<file path="config.mk">
export PLATFORM = sky130hd
export DESIGN_NAME = serial_subtractor
export DESIGN_NICKNAME = d
export VERILOG_FILES = /design/src/rtl/serial_subtractor.sv
export SDC_FILE = /design/constraint.sdc
export NUM_CORES = 1
export LEC_CHECK = 0
export CORE_MARGIN = 2
export CORE_UTILIZATION = 40
export DETAILED_ROUTE_END_ITERATION = 12
export PLACE_DENSITY_LB_ADDON = 0.2
export SYNTH_ARGS = -nofsm -noshare
export SYNTH_HDL_FRONTEND = slang
export SYNTH_SLANG_ARGS = --single-unit
</file>
<file path="constraint.sdc">
create_clock -name clk -period 4.1 [get_ports clk]
set_clock_uncertainty 0.2 [all_clocks]
set_input_delay 0.82 -clock clk [delete_from_list [all_inputs] [get_ports clk]]
set_output_delay 0.82 -clock clk [all_outputs]
set_load 0.005 [all_outputs]
</file>
<file path="src/rtl/serial_subtractor.sv">
// rtl/serial_subtractor.sv - bit-serial diff = sum_in - a_in, LSB first, start/ready in, done pulse out.
// Optional SERIAL_SUB_RANGE_CHECK_EN adds range_err (result is not a valid WIDTH-bit addend).
module serial_subtractor #(
  parameter int WIDTH = 8
) (
  input  logic             clk,
  input  logic             reset,
  input  logic             start,
  input  logic [WIDTH:0]   sum_in,
  input  logic [WIDTH-1:0] a_in,
  output logic             ready,
  output logic             done,
  output logic [WIDTH:0]   diff,
  output logic             borrow
`ifdef SERIAL_SUB_RANGE_CHECK_EN
  ,
  output logic             range_err
`endif
);

  localparam int CW = $clog2(WIDTH + 1);
  localparam logic [CW-1:0] LAST = CW'(WIDTH);

  typedef enum logic {IDLE, SHIFT} state_t;

  state_t          state_q, state_d;
  logic [CW-1:0]   cnt_q, cnt_d;
  logic [WIDTH:0]  min_q, min_d;
  logic [WIDTH:0]  sub_q, sub_d;
  logic [WIDTH:0]  res_q, res_d;
  logic            bor_q, bor_d;
  logic [WIDTH:0]  diff_q, diff_d;
  logic            borrow_q, borrow_d;
  logic            done_q, done_d;
  logic            bit_m, bit_s, bit_d, bor_next;
`ifdef SERIAL_SUB_RANGE_CHECK_EN
  logic            range_err_q, range_err_d;
`endif

  always_comb begin
    state_d  = state_q;
    cnt_d    = cnt_q;
    min_d    = min_q;
    sub_d    = sub_q;
    res_d    = res_q;
    bor_d    = bor_q;
    diff_d   = diff_q;
    borrow_d = borrow_q;
    done_d   = 1'b0;
`ifdef SERIAL_SUB_RANGE_CHECK_EN
    range_err_d = range_err_q;
`endif
    bit_m    = min_q[0];
    bit_s    = sub_q[0];
    bit_d    = bit_m ^ bit_s ^ bor_q;
    bor_next = (~bit_m & bit_s) | (~(bit_m ^ bit_s) & bor_q);

    case (state_q)
      IDLE: begin
        if (start) begin
          min_d   = sum_in;
          sub_d   = {1'b0, a_in};
          bor_d   = 1'b0;
          cnt_d   = '0;
          state_d = SHIFT;
        end
      end
      SHIFT: begin
        min_d = min_q >> 1;
        sub_d = sub_q >> 1;
        res_d = {bit_d, res_q[WIDTH:1]};
        bor_d = bor_next;
        cnt_d = cnt_q + CW'(1);
        // Final bit: publish the fully assembled result and free the unit.
        if (cnt_q == LAST) begin
          diff_d   = res_d;
          borrow_d = bor_next;
          done_d   = 1'b1;
          state_d  = IDLE;
`ifdef SERIAL_SUB_RANGE_CHECK_EN
          range_err_d = bor_next | bit_d;
`endif
        end
      end
      default: state_d = IDLE;
    endcase
  end

  always_ff @(posedge clk) begin
    if (reset) begin
      state_q  <= IDLE;
      cnt_q    <= '0;
      min_q    <= '0;
      sub_q    <= '0;
      res_q    <= '0;
      bor_q    <= 1'b0;
      diff_q   <= '0;
      borrow_q <= 1'b0;
      done_q   <= 1'b0;
`ifdef SERIAL_SUB_RANGE_CHECK_EN
      range_err_q <= 1'b0;
`endif
    end else begin
      state_q  <= state_d;
      cnt_q    <= cnt_d;
      min_q    <= min_d;
      sub_q    <= sub_d;
      res_q    <= res_d;
      bor_q    <= bor_d;
      diff_q   <= diff_d;
      borrow_q <= borrow_d;
      done_q   <= done_d;
`ifdef SERIAL_SUB_RANGE_CHECK_EN
      range_err_q <= range_err_d;
`endif
    end
  end

  assign ready  = (state_q == IDLE);
  assign done   = done_q;
  assign diff   = diff_q;
  assign borrow = borrow_q;
`ifdef SERIAL_SUB_RANGE_CHECK_EN
  assign range_err = range_err_q;
`endif

endmodule

</file>
# Word level (Yosys, flattened, before mapping)

Index checks and enable logic that the tools add are counted.

Reductions and logical operators: 2
Bitwise logic cells: 8
$add $sub $neg: 1
Muxes and demuxes: 12
Eq/ne operators: 2

Operator list:

| cell                                                          | number |
|---|---|
| 9-bit one-hot mux with 2 select lines                         | 2 |
| 9-bit 2-to-1 mux                                              | 2 |
| 4-bit one-hot mux with 2 select lines                         | 1 |
| 4-bit by 1-bit adder with 4-bit output, second input constant | 1 |
| 4-bit equality test, second input constant                    | 1 |
| 1-bit 2-to-1 mux                                              | 4 |
| 4-bit 2-to-1 mux                                              | 1 |
| 1-bit one-hot mux with 2 select lines                         | 2 |
| 1-bit NOT                                                     | 3 |
| 1-bit bitwise AND                                             | 2 |
| 2-bit != test, second input constant                          | 1 |
| 2-bit AND reduction                                           | 1 |
| 2-bit OR reduction                                            | 1 |
| 1-bit bitwise XOR                                             | 2 |
| 1-bit bitwise OR                                              | 1 |

Word-level logic and storage cells: 34
Output and inout port bits: 12
Input port bits: 20
Register bits after elaboration: 44

# Longest topological paths before layout

Depth in word-level cells: 5
Mapped depth: 6
Depth with buffers taken out: 5

# Least setup slack after synthesis

OpenSTA, ideal clock, no wires.

Path kind: register to output
Start: reg state_q
End: out ready
Buffers on the path: 2
Slack: 2.303 ns
Required time: 3.080 ns
Cell stages (with the launch flop): 4
Arrival time: 0.777 ns
Cells stage by stage: dfxtp_1 buf_4 clkinv_1 buf_2

Longest elaborated chain between the ends: 1

Ends and longest elaborated chain:

| item                   | line | RTL |
|---|---|---|
| from (decl)            | 26   | `state_t state_q, state_d;` |
| from (signal assigned) | 104  | `state_q <= state_d;` |
| 1-bit NOT              | n/a  |  |
| to (decl)              | 11   | `output logic ready,` |

No other way between the ends.

# Worst setup path in the final report

Ends and elaborated chain as after synthesis.

==> results.cfg <==
[pwr]
powerDensity_nw_per_um2 = 362
clkPwrFrac_pct = 33.9
seq_power_share_pct = 54.5
p_int_mw = 0.607
switching_share_pct = 23.3
vdd_drop_max_mv = 0.205
power_mw = 0.792
power.switching_mw = 0.185
p_comb_share_pct = 11.6
p_leak_nw = 0.813

[cells_and_area]
fin_area_um2 = 2190
final_cell_mix = nand2_1, dfxtp_1, clkdlybuf4s50_1
stdcell_count = 275
antenna_cells = 0
syn_to_final_growth_pct = 22.9
drive_above_1_share_pct = 15.7
num-fill-cells = 431
multi_input_area_um2 = 841
fin_nets = 245
mostFrequentLayoutCell = nand2_1
area.sequential_um2 = 841
post-route-util_pct = 50.5

[sta]
max_freq_ghz = 0.379
worst_pin_slew_ns = 0.981
finalWorstPathRequiredPeriod_ns = 2.64
fin_tns_setup_ns = 0
finalSetupViolCount = 0
finalMaxSlewViolations = 0
period_share_pct = 64.4
rsz0062_at_grt = no
relSlewSlack_pct = 34.4
hold_viol = 0

[global_routing]
grt_max_degree = 43
grt_pass1_wl_um = 5340
grtUsageTotal_pct = 13.4
overflow = 0
grt_pass1_vias = 1213
antenna_found_initial = 0

[place]
io_buffers = 31
placed_cells = 267
gp_congestion = 0.655
dpl_cell_area_um2 = 2090
place_hpwl_um = 1900

[synthesis]
synth_edf_count = 0
syn_area_per_cell_um2 = 9.12
seq_area_frac_synth_pct = 47.3
ys_types = 25
synth-seq-cells = 42
postSynthCellCount = 195
synthFlopType = dfxtp_1
syn-cell-area_um2 = 1780
ys_warn_count = 0
synth_async_sr_flop_share_pct = 0
syn_nets = 218

[clock_tree]
cts.htree.levels = 2
insertion_delay_ns = 0.29
cts_made_buffers = 5
cts.path.max_buffers = 2
cts.sinks = 42
path_clk_slew_ns = 0.08
cts-hold-fix-buffers = 0
cts-root-buf = clkbuf_8
cts_tree = built
cts_setup_buffers = 0
cts-resized-gates = 0

[route]
wl_um = 3150
drt_pass1_iterations = 6
ant_nets = 0
post-route-drc-count = 0
vias = 1314
vias_per_cell = 4.78
wl_per_cell_um = 11.5
drt_iter0_drc = 65

[floorplanning]
dieArea_um2 = 5000
start_util_pct = 41.1
rows = 24
io_pins = 32
die_x_um = 70.7
design.core.area_um2 = 4320
die_h_um = 70.7

[setup_path]
arrival_ns = 1.62
startpoint_type = flop
crit_required_ns = 3.08
end_kind = output port
critical_path.max_fanout = 17
critPathKind = reg2out

[job]
cap_violations = 0

[outcome]
status = finished clean

[worst_hold_path]
min_path_type = reg2reg
==> cells in the mapped netlist (2+ instances only) <==
cell | n | area (µm²)
clkbuf_1 | 5 | 18.8
inv_1 | 5 | 18.8
a21oi_1 | 18 | 90.1
a211oi_1 | 2 | 15.0
a21oi_2 | 9 | 78.8
ha_1 | 2 | 25.0
nor2_1 | 15 | 56.3
dfxtp_1 | 42 | 841
nand2_1 | 49 | 184
buf_4 | 4 | 30.0
nor3_1 | 3 | 15.0
mux2i_1 | 11 | 110
mux2_2 | 15 | 169
buf_2 | 3 | 15.0
nor3b_1 | 2 | 15.0
==> cells by family after synthesis <==
| group | count (synthesis) | share of synthesized area (%) |
|---|---|---|
| simple gates | 73 | 17.4 |
| fa+ha+maj | 3 | 2.53 |
| compound gates | 31 | 11.1 |
| flops | 42 | 47.3 |
| xor+xnor | 1 | 0.492 |
| buf+inv | 19 | 5.49 |
| mux | 26 | 15.7 |
==> critical path, cell delays in order (launching register included) <==
cell and delay (ns):
dfxtp_1 0.33, clkinv_1 0.41, clkdlybuf4s50_1 0.60
==> power groups by stage <==
stage,Clock [mW],Combinational (mW),Sequential (mW)
6_report,0.268,0.0919,0.431
5_1_grt,0.295,0.102,0.434
4_1_cts,0.279,0.0931,0.432
3_5_place_dp,0,0.0927,0.441
3_3_place_gp,0,0.0919,0.441
2_1_floorplan,0,0.0650,0.439
==> layer usage <==
layer  wire (µm)  share of wire (%)  GRT usage, %  up-vias
li1            -                  -             -      693
met3          90                2.9          3.42        4
met4          49                1.6          6.92        0
met5           0                  0             0        -
met1        1580                 50          17.2      597
met2        1430                 45          20.7       20
==> final cells by class <==
cell class,count,share of cell area (%)
clock inverter,1,0.229
timing repair buffer,33,14.9
tap,52,2.98
multi-input combinational,134,38.5
sequential,42,38.5
clock buffer,7,3.95
inverter,6,1.03
==> metrics by stage <==
step | hold slack, ns | worst slack, ns
floorplan | 0.238 | 2.30
global placement | 0.248 | 1.28
detailed placement | 0.250 | 1.25
CTS | 0.260 | 1.44
global route | 0.277 | 1.35
finish | 0.255 | 1.46
==> state kept, by name (all words and copies together), names as in the netlist <==
register  flops
bor_q         1
borrow        1
cnt_q         4
diff          9
done          1
min_q         9
res_q         8
state_q       1
sub_q         8
==> worst paths after layout <==
kind	startpoint	to	slack, ns	cells past startpoint
max	state_q$_SDFF_PP0_	ready	1.46	2
max reg2reg	state_q$_SDFF_PP0_	borrow$_SDFFE_PP0P_	2.44	4
min	min_q[5]$_SDFFE_PP0P_	min_q[4]$_SDFFE_PP0P_	0.25	2
min reg2reg	min_q[5]$_SDFFE_PP0P_	min_q[4]$_SDFFE_PP0P_	0.25	2
(Power assumes the default switching activity.)
